File: src/rtl/alu_sequencer_if.sv
// rtl/alu_sequencer_if.sv - instruction ROM, data memory and ALU bus of the accumulator sequencer
interface alu_sequencer_if #(
    parameter int PC_W = 8
);
    logic            INSTR_REQ;
    logic [PC_W-1:0] INSTR_ADDR;
    logic            INSTR_ACK;
    logic [8:0]      INSTR_DATA;

    logic            MEM_REQ;
    logic            MEM_WE;
    logic [7:0]      MEM_ADDR;
    logic [7:0]      MEM_WDATA;
    logic            MEM_ACK;
    logic [7:0]      MEM_RDATA;

    logic [3:0]      ALU_OP;
    logic            ALU_FLAG;
    logic [4:0]      ALU_IMME;
    logic [7:0]      ALU_INA;
    logic [7:0]      ALU_INB;
    logic [7:0]      ALU_OUT;
    logic            ALU_CARRY;
    logic            ALU_ISZERO;

    modport master (
        output INSTR_REQ, INSTR_ADDR,
        input  INSTR_ACK, INSTR_DATA,
        output MEM_REQ, MEM_WE, MEM_ADDR, MEM_WDATA,
        input  MEM_ACK, MEM_RDATA,
        output ALU_OP, ALU_FLAG, ALU_IMME, ALU_INA, ALU_INB,
        input  ALU_OUT, ALU_CARRY, ALU_ISZERO
    );

    modport slave (
        input  INSTR_REQ, INSTR_ADDR,
        output INSTR_ACK, INSTR_DATA,
        input  MEM_REQ, MEM_WE, MEM_ADDR, MEM_WDATA,
        output MEM_ACK, MEM_RDATA,
        input  ALU_OP, ALU_FLAG, ALU_IMME, ALU_INA, ALU_INB,
        output ALU_OUT, ALU_CARRY, ALU_ISZERO
    );
endinterface

File: src/rtl/alu_sequencer.sv
// rtl/alu_sequencer.sv - multi-cycle fetch/operand/execute control FSM for the 8-bit accumulator ALU
// Optional ILLEGAL_OP_TRAP_EN: undefined opcodes halt with ILLEGAL=1 instead of executing as NOPs.
module alu_sequencer #(
    parameter int              PC_W     = 8,
    parameter logic [PC_W-1:0] RESET_PC = '0
) (
    input  logic                   CLK,
    input  logic                   RST_N,
    input  logic                   START,
    alu_sequencer_if.master        bus,
    output logic [7:0]             ACC,
    output logic                   CARRY,
    output logic                   HALTED
`ifdef ILLEGAL_OP_TRAP_EN
    ,
    output logic                   ILLEGAL
`endif
);

    localparam logic [3:0] kMOVE  = 4'h0;
    localparam logic [3:0] kADDI  = 4'h1;
    localparam logic [3:0] kADDR  = 4'h2;
    localparam logic [3:0] kSUBR  = 4'h3;
    localparam logic [3:0] kSL    = 4'h4;
    localparam logic [3:0] kSLR   = 4'h5;
    localparam logic [3:0] kSNE   = 4'h6;
    localparam logic [3:0] kSEQ   = 4'h7;
    localparam logic [3:0] kSLT   = 4'h8;
    localparam logic [3:0] kLOAD  = 4'h9;
    localparam logic [3:0] kOR    = 4'hA;
    localparam logic [3:0] kSTORE = 4'hB;
    localparam logic [3:0] kBEO   = 4'hC;
    localparam logic [3:0] kBEZ   = 4'hD;

    localparam logic [8:0]      HALT_WORD = 9'h1FF;
    localparam logic [PC_W-1:0] PC_ONE    = 1;

    typedef enum logic [2:0] {
        S_IDLE,
        S_FETCH,
        S_DECODE,
        S_OPERAND,
        S_EXEC,
        S_STORE,
        S_HALT
    } state_t;

    state_t          state;
    logic [PC_W-1:0] pc;
    logic [8:0]      ir;
    logic [7:0]      opnd;
    logic            instr_req;
    logic            mem_req;
    logic            mem_we;

    logic [3:0]      op;
    logic [PC_W-1:0] branch_off;
    logic            needs_operand;
    logic            writes_acc;
    logic            writes_carry;
    logic            is_branch;

    assign op            = ir[8:5];
    assign branch_off    = {{(PC_W-5){ir[4]}}, ir[4:0]};
    assign needs_operand = op inside {kADDR, kSUBR, kSLR, kSNE, kSEQ, kSLT, kLOAD, kOR};
    assign writes_acc    = op inside {kMOVE, kADDI, kADDR, kSUBR, kSL, kSLR, kSNE, kSEQ, kSLT, kLOAD, kOR};
    assign writes_carry  = op inside {kADDI, kADDR, kSUBR, kSL, kSLR};
    assign is_branch     = (op == kBEO) || (op == kBEZ);

    assign bus.INSTR_REQ  = instr_req;
    assign bus.INSTR_ADDR = pc;
    assign bus.MEM_REQ    = mem_req;
    assign bus.MEM_WE     = mem_we;
    assign bus.MEM_ADDR   = {3'b000, ir[4:0]};
    assign bus.MEM_WDATA  = ACC;
    assign bus.ALU_OP     = ir[8:5];
    assign bus.ALU_FLAG   = ir[4];
    assign bus.ALU_IMME   = ir[4:0];
    assign bus.ALU_INA    = ACC;
    assign bus.ALU_INB    = opnd;

`ifdef ILLEGAL_OP_TRAP_EN
    logic illegal;
    logic is_defined;
    assign is_defined = (op <= kBEZ);
    assign ILLEGAL    = illegal;
`endif

    always_ff @(posedge CLK or negedge RST_N) begin
        if (!RST_N) begin
            state     <= S_IDLE;
            pc        <= RESET_PC;
            ir        <= '0;
            opnd      <= '0;
            ACC       <= '0;
            CARRY     <= 1'b0;
            HALTED    <= 1'b0;
            instr_req <= 1'b0;
            mem_req   <= 1'b0;
            mem_we    <= 1'b0;
`ifdef ILLEGAL_OP_TRAP_EN
            illegal   <= 1'b0;
`endif
        end else begin
            case (state)
                S_IDLE, S_HALT: begin
                    if (START) begin
                        state     <= S_FETCH;
                        pc        <= RESET_PC;
                        instr_req <= 1'b1;
                        HALTED    <= 1'b0;
`ifdef ILLEGAL_OP_TRAP_EN
                        illegal   <= 1'b0;
`endif
                    end
                end
                S_FETCH: begin
                    if (bus.INSTR_ACK) begin
                        ir        <= bus.INSTR_DATA;
                        instr_req <= 1'b0;
                        state     <= S_DECODE;
                    end
                end
                S_DECODE: begin
                    // The all-ones word halts even though its opcode field is undefined.
                    if (ir == HALT_WORD) begin
                        state  <= S_HALT;
                        HALTED <= 1'b1;
`ifdef ILLEGAL_OP_TRAP_EN
                    end else if (!is_defined) begin
                        state   <= S_HALT;
                        HALTED  <= 1'b1;
                        illegal <= 1'b1;
`endif
                    end else if (needs_operand) begin
                        state   <= S_OPERAND;
                        mem_req <= 1'b1;
                        mem_we  <= 1'b0;
                    end else if (op == kSTORE) begin
                        state   <= S_STORE;
                        mem_req <= 1'b1;
                        mem_we  <= 1'b1;
                    end else begin
                        state <= S_EXEC;
                    end
                end
                S_OPERAND: begin
                    if (bus.MEM_ACK) begin
                        opnd    <= bus.MEM_RDATA;
                        mem_req <= 1'b0;
                        state   <= S_EXEC;
                    end
                end
                S_STORE: begin
                    if (bus.MEM_ACK) begin
                        mem_req   <= 1'b0;
                        mem_we    <= 1'b0;
                        pc        <= pc + PC_ONE;
                        instr_req <= 1'b1;
                        state     <= S_FETCH;
                    end
                end
                S_EXEC: begin
                    if (writes_acc) ACC <= bus.ALU_OUT;
                    if (writes_carry) CARRY <= bus.ALU_CARRY;
                    if (is_branch && bus.ALU_ISZERO) pc <= pc + branch_off;
                    else pc <= pc + PC_ONE;
                    instr_req <= 1'b1;
                    state     <= S_FETCH;
                end
                default: begin
                    state     <= S_IDLE;
                    instr_req <= 1'b0;
                    mem_req   <= 1'b0;
                    mem_we    <= 1'b0;
                end
            endcase
        end
    end

endmodule

File: src/flat_wrapper.sv
// flat-port wrapper written by rule: the top's interface ports become plain ports
module alu_sequencer_flat 
#(
    parameter int              PC_W     = 8,
    parameter logic [PC_W-1:0] RESET_PC = '0
)
  (CLK, RST_N, START, ACC, CARRY, HALTED, bus_INSTR_REQ, bus_INSTR_ADDR, bus_INSTR_ACK, bus_INSTR_DATA, bus_MEM_REQ, bus_MEM_WE, bus_MEM_ADDR, bus_MEM_WDATA, bus_MEM_ACK, bus_MEM_RDATA, bus_ALU_OP, bus_ALU_FLAG, bus_ALU_IMME, bus_ALU_INA, bus_ALU_INB, bus_ALU_OUT, bus_ALU_CARRY, bus_ALU_ISZERO);
  alu_sequencer_if #(.PC_W(PC_W)) bus_i ();
  input  logic CLK;
  input  logic RST_N;
  input  logic START;
  output logic [7:0] ACC;
  output logic CARRY;
  output logic HALTED;
  output wire logic [$bits(bus_i.INSTR_REQ)-1:0] bus_INSTR_REQ;
  output wire logic [$bits(bus_i.INSTR_ADDR)-1:0] bus_INSTR_ADDR;
  input wire logic [$bits(bus_i.INSTR_ACK)-1:0] bus_INSTR_ACK;
  input wire logic [$bits(bus_i.INSTR_DATA)-1:0] bus_INSTR_DATA;
  output wire logic [$bits(bus_i.MEM_REQ)-1:0] bus_MEM_REQ;
  output wire logic [$bits(bus_i.MEM_WE)-1:0] bus_MEM_WE;
  output wire logic [$bits(bus_i.MEM_ADDR)-1:0] bus_MEM_ADDR;
  output wire logic [$bits(bus_i.MEM_WDATA)-1:0] bus_MEM_WDATA;
  input wire logic [$bits(bus_i.MEM_ACK)-1:0] bus_MEM_ACK;
  input wire logic [$bits(bus_i.MEM_RDATA)-1:0] bus_MEM_RDATA;
  output wire logic [$bits(bus_i.ALU_OP)-1:0] bus_ALU_OP;
  output wire logic [$bits(bus_i.ALU_FLAG)-1:0] bus_ALU_FLAG;
  output wire logic [$bits(bus_i.ALU_IMME)-1:0] bus_ALU_IMME;
  output wire logic [$bits(bus_i.ALU_INA)-1:0] bus_ALU_INA;
  output wire logic [$bits(bus_i.ALU_INB)-1:0] bus_ALU_INB;
  input wire logic [$bits(bus_i.ALU_OUT)-1:0] bus_ALU_OUT;
  input wire logic [$bits(bus_i.ALU_CARRY)-1:0] bus_ALU_CARRY;
  input wire logic [$bits(bus_i.ALU_ISZERO)-1:0] bus_ALU_ISZERO;
  assign bus_INSTR_REQ = bus_i.INSTR_REQ;
  assign bus_INSTR_ADDR = bus_i.INSTR_ADDR;
  assign bus_i.INSTR_ACK = bus_INSTR_ACK;
  assign bus_i.INSTR_DATA = bus_INSTR_DATA;
  assign bus_MEM_REQ = bus_i.MEM_REQ;
  assign bus_MEM_WE = bus_i.MEM_WE;
  assign bus_MEM_ADDR = bus_i.MEM_ADDR;
  assign bus_MEM_WDATA = bus_i.MEM_WDATA;
  assign bus_i.MEM_ACK = bus_MEM_ACK;
  assign bus_i.MEM_RDATA = bus_MEM_RDATA;
  assign bus_ALU_OP = bus_i.ALU_OP;
  assign bus_ALU_FLAG = bus_i.ALU_FLAG;
  assign bus_ALU_IMME = bus_i.ALU_IMME;
  assign bus_ALU_INA = bus_i.ALU_INA;
  assign bus_ALU_INB = bus_i.ALU_INB;
  assign bus_i.ALU_OUT = bus_ALU_OUT;
  assign bus_i.ALU_CARRY = bus_ALU_CARRY;
  assign bus_i.ALU_ISZERO = bus_ALU_ISZERO;
  alu_sequencer #(.PC_W(PC_W), .RESET_PC(RESET_PC)) u_core (.CLK(CLK), .RST_N(RST_N), .START(START), .bus(bus_i), .ACC(ACC), .CARRY(CARRY), .HALTED(HALTED));
endmodule
File: config.mk
export PLATFORM = sky130hd
export DESIGN_NAME = alu_sequencer_flat
export DESIGN_NICKNAME = d
export VERILOG_FILES = /design/src/rtl/alu_sequencer_if.sv /design/src/rtl/alu_sequencer.sv /design/src/flat_wrapper.sv
export SDC_FILE = /design/constraint.sdc
export NUM_CORES = 1
export LEC_CHECK = 0
export ABC_AREA = 1
export CORE_MARGIN = 2
export CORE_UTILIZATION = 45
export DETAILED_ROUTE_END_ITERATION = 16
export GPL_TIMING_DRIVEN = 0
export PLACE_DENSITY_LB_ADDON = 0.3
export SETUP_SLACK_MARGIN = 0.3
export SYNTH_ARGS = -nofsm -noshare
export SYNTH_HDL_FRONTEND = slang
export SYNTH_SLANG_ARGS = --single-unit
File: constraint.sdc
create_clock -name CLK -period 2.1 [get_ports CLK]
set_input_delay 0.63 -clock CLK [delete_from_list [all_inputs] [get_ports CLK]]
set_output_delay 0.63 -clock CLK [all_outputs]
set_load 0.01 [all_outputs]
== Word-level counts from Yosys, hierarchy flattened ==
Index checks and enable logic that the tools add are counted.
Cells by class
  add/subtract/negate cells: 2
  muxes and demuxes: 27
  equal/unequal tests: 28
  bitwise logic cells: 3
  reduce and logical (&&, ||, !) cells: 24
Operator list (count)
  == test 4 bit (second input constant): 6
  2-to-1 mux 8 bit: 3
  case mux 8 bit (3 select lines): 1
  2-to-1 mux 3 bit: 6
  case mux 3 bit (6 select lines): 1
  == test 4 x 3 -> 1 bit (second input constant): 4
  AND reduction 4 bit: 4
  2-to-1 mux 1 bit: 12
  nonzero test 11 bit: 1
  != test 2 bit (second input constant): 5
  == test 3 bit (second input constant): 3
  == test 9 bit (second input constant): 1
  adder 8 x 1 -> 8 bit (second input constant): 1
  adder 8 bit: 1
  == test 4 x 2 -> 1 bit (second input constant): 2
  AND reduction 2 bit: 4
  nonzero test 8 bit: 1
  == test 3 x 2 -> 1 bit (second input constant): 2
  case mux 1 bit (3 select lines): 2
  AND reduction 3 bit: 2
  OR reduction 2 bit: 3
  case mux 1 bit (5 select lines): 1
  nonzero test 5 bit: 1
  OR reduction 5 bit: 1
  other kinds (13): 16
Word-level totals
  bits of input ports: 32
  register bits after elaboration: 41
  logic and storage cells: 94
  output and inout port bits: 63

== Depth between registers and ports, before layout ==
Gate-level depths: netlist of run 1.
  word-level depth: 5
  mapped depth: 10
  mapped depth without buffers: 10

== Least setup slack after synthesis of run 1 ==
No wires, ideal clock.
  path type: register to register
  start: register u_core.pc[0], in the netlist u_core.bus.INSTR_ADDR[0]
  end: register u_core.pc[4], in the netlist u_core.bus.INSTR_ADDR[4]
  setup time: 0.063 ns
  buffers on the path: 0
  arrival time: 1.614 ns
  setup slack: 0.422 ns
  clock period less this slack: 1.678 ns
  stages on the path, launching flop included: 10
  data required time: 2.037 ns
  path through: dfrtp_1 > ha_1 > fa_1 > inv_1 > nor2_1 > o21ai_0 > nand3_1 > nor2_1 > o22ai_1 > inv_1
On the way
  word-level cells in the longest chain between the ends: 3
  elaborated cells on any way between the ends: 5
  classes of those cells: add/sub (2); mux (3)
RTL lines
  from (decl): RTL line alu_sequencer.sv:49  | logic [PC_W-1:0] pc;
  from (signal assigned): RTL line alu_sequencer.sv:158  | pc <= pc + PC_ONE;
  from (signal assigned): RTL line alu_sequencer.sv:166  | if (is_branch && bus.ALU_ISZERO) pc <= pc + branch_off;
  from (signal assigned): RTL line alu_sequencer.sv:167  | else pc <= pc + PC_ONE;
  adder 8 x 1 -> 8 bit / adder 8 bit (equally long branches): RTL line alu_sequencer.sv:158, alu_sequencer.sv:167, alu_sequencer.sv:166
  2-to-1 mux 8 bit, on equally long branches: RTL line alu_sequencer.sv:166, alu_sequencer.sv:155
  case mux 8 bit (3 select lines) *: RTL line alu_sequencer.sv:105  | case (state)
Every way passes the cells marked *; elsewhere a longest branch is shown, timed or not. The select of a mux whose other input is x is not followed.
A chain may end at the register's enable or synchronous reset.

== Worst setup path after layout of run 1 ==
  start: register u_core.ir[0]
  end: register u_core.pc[4], in the netlist u_core.bus.INSTR_ADDR[4]
On the way
  word-level cells in the longest chain between the ends: 3
RTL lines
  from (decl): RTL line alu_sequencer.sv:50  | logic [8:0] ir;
  from (signal assigned): RTL line alu_sequencer.sv:119  | ir <= bus.INSTR_DATA;
  adder 8 bit: RTL line alu_sequencer.sv:166
  2-to-1 mux 8 bit: RTL line alu_sequencer.sv:166
  case mux 8 bit (3 select lines): RTL line alu_sequencer.sv:105
Every way passes these cells.

==> qor.yml, run 1 <==
switching_power_mw: 2.75
finalMaxSlewViolations: 0
ys_seq_elements: 41
fp.dieArea_um2: 6560
register_area_um2: 1040
reg2reg_depth: 10
vias_per_cell: 5.00
synth-seq-area-share_pct: 38.4
synth_edf_count: 0
rsz0062_at_grt: "true"
cts_sinks: 41
place_ws_ns: -0.0124
fmaxAchievable_ghz: 0.562
tns_ns: 0
path_max_fanout: 3
drtIter0Drc: 138
place_inst: 493
synth_area_leaders: "dfrtp_1, nand2_1, mux2_2, buf_4, inv_1"
grt_overflow: 0
switching_share_pct: 43.1
areaGrowthSynthToFinish_pct: 51.5
wirelength_um: 7380
n_antenna_cell: 0
cts_made_buffers: 5
cts_tree: "done"
ys_types: 32
worstReg2RegEnd: "u_core.bus.INSTR_ADDR[4]$_DFFE_PN0P_"
p_leak_nw: 2.05
highest_layer: "met4"
drtPass1Iterations: 4
ios: 95
design_area_um2: 4040
hp-class: "input port to async pin"
instances_no_fill: 526
crit_start: "u_core.ir[0]$_DFFE_PN0P_"
ant_nets: 0
critPathKind: "register to register"
period_needed_ns: 1.78
vias: 2629
core-area_um2: 5820
status: "complete, no violations"
clock_latency_ns: 0.29
multi_input_area_um2: 1390
slowest_delay_ns: 0.40
die_w_um: 81.0
syn_area_per_cell_um2: 8.24
fill_cells: 484
hpwlAfterDp_um: 5230
crit_arrival_ns: 2.01
timing.rr.start: "u_core.ir[0]$_DFFE_PN0P_"
detailed_place.area_um2: 3700
antenna_found_initial: 0
synth_warnings: 0
finalHoldViolCount: 0
root_buffer: "clkbuf_8"
ir_worst_vdd_uv: 670
cp_cell_sequence: "buf_6, ha_4, fa_2, inv_2, nor2_4, o21ai_2, nand3_1, nor2_2, o22ai_1, inv_1"
placementRows: 28
grt_usage_pct: 22.7
setup_viol: 0
yosysTopAreaCellShare_pct: 38.4
drv_cap: 0
fin_nets: 491
timing.final.ws_setup_ns: 0.321
required_ns: 2.34
finalCritPeriodShare_pct: 84.7
grt_first_pass_wirelength_um: 11500
end_kind: "register"
clkTransAtPathRegs_ns: 0.08
drive_gt1_share_pct: 30.6
slowest_stage: "dfrtp_1"
met2_length_um: 4010
gp_congestion: 0.911
finalPower_mw: 6.37
synthFlopType: "dfrtp_1"
grt_pass1_vias: 2589
syn_inst: 324
wl_per_cell_um: 14.0
crit_path_start_kind: "register"
crit_end: "u_core.bus.INSTR_ADDR[4]$_DFFE_PN0P_"
seqPwrFrac_pct: 22.8
p_int_mw: 3.63
die-height_um: 81.0
async_reset_ff_share_pct: 100
drc: 0
ctsLongestPathBuffers: 2
power_frac_clock_pct: 10.1
powerDensity_nw_per_um2: 1580
h-tree-depth: 2
r2r_slack_ns: 0.32
route.met3.wl_um: 439
wl_met1_um: 2800
grt_max_degree: 28
io_buffers: 91
syn_area_um2: 2670
synth_top_area_cell: "dfrtp_1"
start_util_pct: 45.9
combPwrFrac_pct: 67.1
fin_skew_ns: 0.00476
[Yosys cell counts (all sizes together) (3+ instances only)]
| cell type | instances |
|---|---|
| dfrtp | 41 |
| ha | 8 |
| nand3 | 24 |
| nor2 | 30 |
| o211ai | 3 |
| mux2 | 22 |
| buf | 28 |
| nand4 | 7 |
| a21oi | 16 |
| inv | 40 |
| o21ai | 14 |
| nand2 | 77 |
[registers in the layout, summed over array words and instances, names as in the netlist, 3 cells and up]
signal and count:
u_core.state 3, u_core.bus.INSTR_ADDR 8, u_core.ir 9, u_core.bus.ALU_INB 8
u_core.ACC 8
[final cells by class]
cell class / instances / share of cell area, %
multi-input combinational: 216 / 34.3
sequential: 41 / 25.7
timing repair buffer: 117 / 25.7
buffer: 29 / 5.51
inverter: 40 / 3.71
tap: 75 / 2.32
clock buffer: 6 / 1.79
clock inverter: 2 / 0.959
[cell usage in the layout, fill, tap and decap left out, types with 5 or more instances in the layout]
cell type / Yosys / routed
clkbuf_8: 0 / 5
nand2_1: 72 / 69
dfrtp_1: 41 / 29
nand4_1: 7 / 7
nand2_2: 3 / 6
nor2_1: 23 / 19
mux2_2: 22 / 22
a21oi_2: 4 / 5
clkdlybuf4s50_1: 0 / 30
inv_1: 39 / 38
nor2_2: 5 / 7
a21oi_1: 12 / 11
nand3_1: 23 / 21
buf_4: 25 / 49
o21ai_0: 11 / 9
dlygate4sd2_1: 0 / 52
dfrtp_2: 0 / 12
[power groups by stage]
stage / Clock [mW] / Combinational (mW) / Sequential [mW]
finish: 0.645 / 4.28 / 1.45
global route: 0.692 / 4.67 / 1.50
CTS: 0.660 / 3.97 / 1.44
detailed placement: 0 / 3.87 / 1.62
global placement: 0 / 3.76 / 1.60
floorplan: 0 / 2.15 / 1.68
[critical path, delay by kind of cell (launching register included)]
kind | cells | cell delay [ns]
fa+ha+maj | 2 | 0.53
flops | 1 | 0.40
simple gates | 3 | 0.30
buf+inv | 3 | 0.27
compound gates | 2 | 0.22
[metrics by stage]
stage | hold WS (ns) | utilization, %
2_1_floorplan | 0.334 | -
3_3_place_gp | 0.461 | 63.3
3_5_place_dp | 0.476 | 63.6
4_1_cts | 0.243 | 67.6
5_1_grt | 0.257 | 69.5
6_report | 0.240 | 69.5
[routing by layer]
layer  up-vias  global-route usage [%]
li1       1278                       -
met1      1245                    25.1
met2        95                    42.1
met3        11                    5.44
met4         0                    8.31
met5         -                       0
[how the worst min path moves through the flow]
| stage | endpoint | slack, ns | depth (start not counted) |
|---|---|---|---|
| after floorplan | u_core.ACC[0]$_DFFE_PN0P_ | 0.33 | 0 |
| after global placement | u_core.bus.MEM_REQ$_DFFE_PN0P_ | 0.46 | 2 |
| after detailed placement | u_core.bus.INSTR_REQ$_DFFE_PN0P_ | 0.48 | 1 |
| after CTS | u_core.bus.ALU_INB[6]$_DFFE_PN0P_ | 0.24 | 1 |
| after global routing | u_core.bus.ALU_INB[6]$_DFFE_PN0P_ | 0.26 | 1 |
| final | u_core.bus.ALU_INB[6]$_DFFE_PN0P_ | 0.24 | 1 |
[cell families after synthesis]
| family | after synthesis | share of synthesized area (%) |
|---|---|---|
| AND/OR/NAND/NOR | 140 | 24.2 |
| buffers and inverters | 69 | 13.8 |
| flip-flops | 41 | 38.4 |
| AO/OA/AOI/OAI | 38 | 8.25 |
| multiplexers | 22 | 9.28 |
| adder cells (fa/ha/maj) | 9 | 4.50 |
| XOR/XNOR | 4 | 1.31 |
| other | 1 | 0.141 |
[repair_timing]
item / CTS / global route
pin swaps: 2 / 8
gates resized for setup: 76 / 38
endpoints found under the setup margin: 62 / 21
setup buffers: 22 / 3
hold buffers: 0 / 0
Note: power is estimated with default switching activity, not from simulation.
==> run 2: changes to the inputs <==
--- a/config.mk
+++ b/config.mk
@@ -7,7 +7,7 @@
 export LEC_CHECK = 0
 export ABC_AREA = 1
 export CORE_MARGIN = 2
-export CORE_UTILIZATION = 45
+export CORE_UTILIZATION = 41
 export DETAILED_ROUTE_END_ITERATION = 16
 export GPL_TIMING_DRIVEN = 0
 export PLACE_DENSITY_LB_ADDON = 0.3
==> constraint.sdc (replaced) <==
create_clock -name CLK -period 1.5 [get_ports CLK]
set_input_delay 0.45 -clock CLK [delete_from_list [all_inputs] [get_ports CLK]]
set_output_delay 0.45 -clock CLK [all_outputs]
set_load 0.01 [all_outputs]
==> qor.yml, run 2 (synthesis gave the netlist of run 1 again) <==
fill_cells: 323  # -33%
drv_cap: 0  # unchanged
io_buffers: 91  # unchanged
drtIter0Drc: 198  # +43%
fin_skew_ns: 0.0111  # +0.00632 ns
largest_reg_flops: 9  # unchanged
register_area_um2: 1050  # +0.60%
end_kind: "register"
fmaxAchievable_ghz: 0.549  # -2.3%
vias_per_cell: 5.35  # +7.1%
h-tree-depth: 2  # unchanged
seqPwrFrac_pct: 16.7  # -6.1 points
grt_max_degree: 37  # +32%
tightest_slew_ns: 0.580
combPwrFrac_pct: 77.2  # +10 points
violations: "setup timing"
multi_input_area_um2: 1760  # +27%
setup_viol: 36  # +36
finalCritPeriodShare_pct: 121  # +37 points
areaGrowthSynthToFinish_pct: 98.7
switching_power_mw: 5.55  # +100%
cts_sinks: 41  # unchanged
root_buffer: "clkbuf_8"
hpwlAfterDp_um: 5150  # -1.5%
critPathKind: "register to register"
die-height_um: 84.7  # +4.5%
die_w_um: 84.7  # +4.5%
clock_latency_ns: 0.31  # +0.02 ns
final_common_cell: "buf_6"
start_util_pct: 42.3  # -3.6 points
layout_common_cells: "buf_6, nand2_1, buf_4, inv_1, clkdlybuf4s50_1"
p_leak_nw: 2.60  # +27%
wirelength_um: 11700  # +58%
route.met3.wl_um: 725  # +65%
crit_arrival_ns: 2.03  # +0.02 ns
ant_nets: 0  # unchanged
tns_ns: -3.32  # -3.32 ns
status: "finished, violations left"
placementRows: 29  # +3.6%
met2_length_um: 6070  # +51%
highest_layer: "met4"
max-slew-margin-rel_pct: 61.0
drive_gt1_share_pct: 62.3  # +32 points
period_needed_ns: 1.82  # +0.0412 ns
gp_congestion: 0.860  # -5.7%
clkTransAtPathRegs_ns: 0.10  # +0.02 ns
required_ns: 1.71  # -0.63 ns
power_frac_clock_pct: 6.2  # -3.9 points
hp-class: "input port to async pin"
top_register: "u_core.ir"
grt_usage_pct: 27.9  # +5.2 points
place_inst: 495  # +0.41%
cts_made_buffers: 5  # unchanged
timing.final.ws_setup_ns: -0.320  # -0.641 ns
antenna_found_initial: 0  # unchanged
drtPass1Iterations: 5  # +1
n_antenna_cell: 0  # unchanged
powerDensity_nw_per_um2: 2460  # +56%
place_ws_ns: -0.397  # -0.384 ns
p_int_mw: 7.49  # +110%
instances_no_fill: 602  # +14%
ir_worst_vdd_uv: 1510  # +120%
finalHoldViolCount: 0  # unchanged
path_max_fanout: 5  # +2
wl_met1_um: 4250  # +52%
finalMaxSlewViolations: 0  # unchanged
grt_first_pass_wirelength_um: 15800  # +37%
rsz0062_at_grt: "true"
fin_nets: 565  # +15%
cts_tree: "done"
ctsLongestPathBuffers: 2  # unchanged
grt_pass1_vias: 3142  # +21%
core-area_um2: 6310  # +8.6%
grt_overflow: 0  # unchanged
ios: 95  # unchanged
vias: 3223  # +23%
switching_share_pct: 42.6  # -0.52 points
crit_path_start_kind: "register"
wl_per_cell_um: 19.4  # +38%
drc: 0  # unchanged
fp.dieArea_um2: 7170  # +9.3%
==> run 2: cell count changes in the layout (fill, tap and decap cells not counted), moves of 11 or more <==
cell | before | now
nand3_1 | 21 | 10
buf_6 | 4 | 118
mux2_4 | 0 | 13
mux2_2 | 22 | 9
buf_2 | 2 | 19
nand2_1 | 69 | 51
dlygate4sd2_1 | 52 | 2
==> run 2: final timing paths <==
kind,slack (ns),cells past startpoint,end,start
min in group CLK,0.50,2,u_core.bus.MEM_REQ$_DFFE_PN0P_,u_core.bus.MEM_REQ$_DFFE_PN0P_
setup / recovery,-0.32,9,u_core.bus.INSTR_ADDR[4]$_DFFE_PN0P_,u_core.ir[2]$_DFFE_PN0P_
hold reg to reg,0.50,2,u_core.bus.MEM_REQ$_DFFE_PN0P_,u_core.bus.MEM_REQ$_DFFE_PN0P_
max in group asynchronous,0.53,3,u_core.bus.INSTR_ADDR[3]$_DFFE_PN0P_,RST_N
setup reg to reg,-0.32,9,u_core.bus.INSTR_ADDR[4]$_DFFE_PN0P_,u_core.ir[2]$_DFFE_PN0P_
hold / removal,0.50,2,u_core.bus.INSTR_ADDR[5]$_DFFE_PN0P_,RST_N
==> run 2: routing by layer <==
| layer | GRT usage [%] | vias up |
|---|---|---|
| met5 | 0 | - |
| met4 | 13.4 | 0 |
| met3 | 4.03 | 53 |
| met2 | 48.9 | 194 |
| met1 | 33.6 | 1551 |
| li1 | - | 1425 |
==> run 2: timing repair <==
item                       4_1_cts  5_1_grt
setup endpoints to repair      101      101
hold buffers                     1        0
gates cloned                     2        0
pin swaps                       40       24
resized for setup              412       62
buffers inserted                77       19
hold endpoints to repair         5        0
==> run 2: power groups by stage <==
stage	Clock, mW	Sequential [mW]	Combinational [mW]
floorplan	0	2.42	3.13
global placement	0	2.30	5.38
detailed placement	0	2.33	5.51
CTS	0.781	2.09	8.43
global route	0.838	2.22	10.6
finish	0.802	2.17	10.1
==> run 2: worst max-delay path, stage by stage, from the launching register on <==
cell	delay [ns]
dfrtp_2	0.46
buf_4	0.17
ha_4	0.32
nand2_1	0.11
nor2_1	0.20
o21ai_1	0.11
nand3_1	0.12
nor2_2	0.07
o22ai_2	0.10
inv_1	0.06
==> run 2: area by class of cell <==
cell class              instances  area share (%)
clock buffers                   5            1.30
repair buffers                191            34.6
plain buffers                  29            5.88
flip-flops and latches         41            19.7
clock inverters                 3           0.401
inverters                      40            3.02
well taps                      77            1.82
multi-input cells             216            33.2
==> run 2: through the flow <==
| stage | power, mW | hold slack [ns] | utilization, % | instance area (um2) |
|---|---|---|---|---|
| after floorplan | 5.55 | 0.154 | - | 2760 |
| after global placement | 7.68 | 0.468 | 59.6 | 3760 |
| after detailed placement | 7.84 | 0.303 | 59.9 | 3780 |
| after CTS | 11.3 | 0.496 | 77.8 | 4910 |
| after global routing | 13.6 | 0.513 | 84.0 | 5300 |
| final | 13.0 | 0.496 | 84.0 | 5300 |
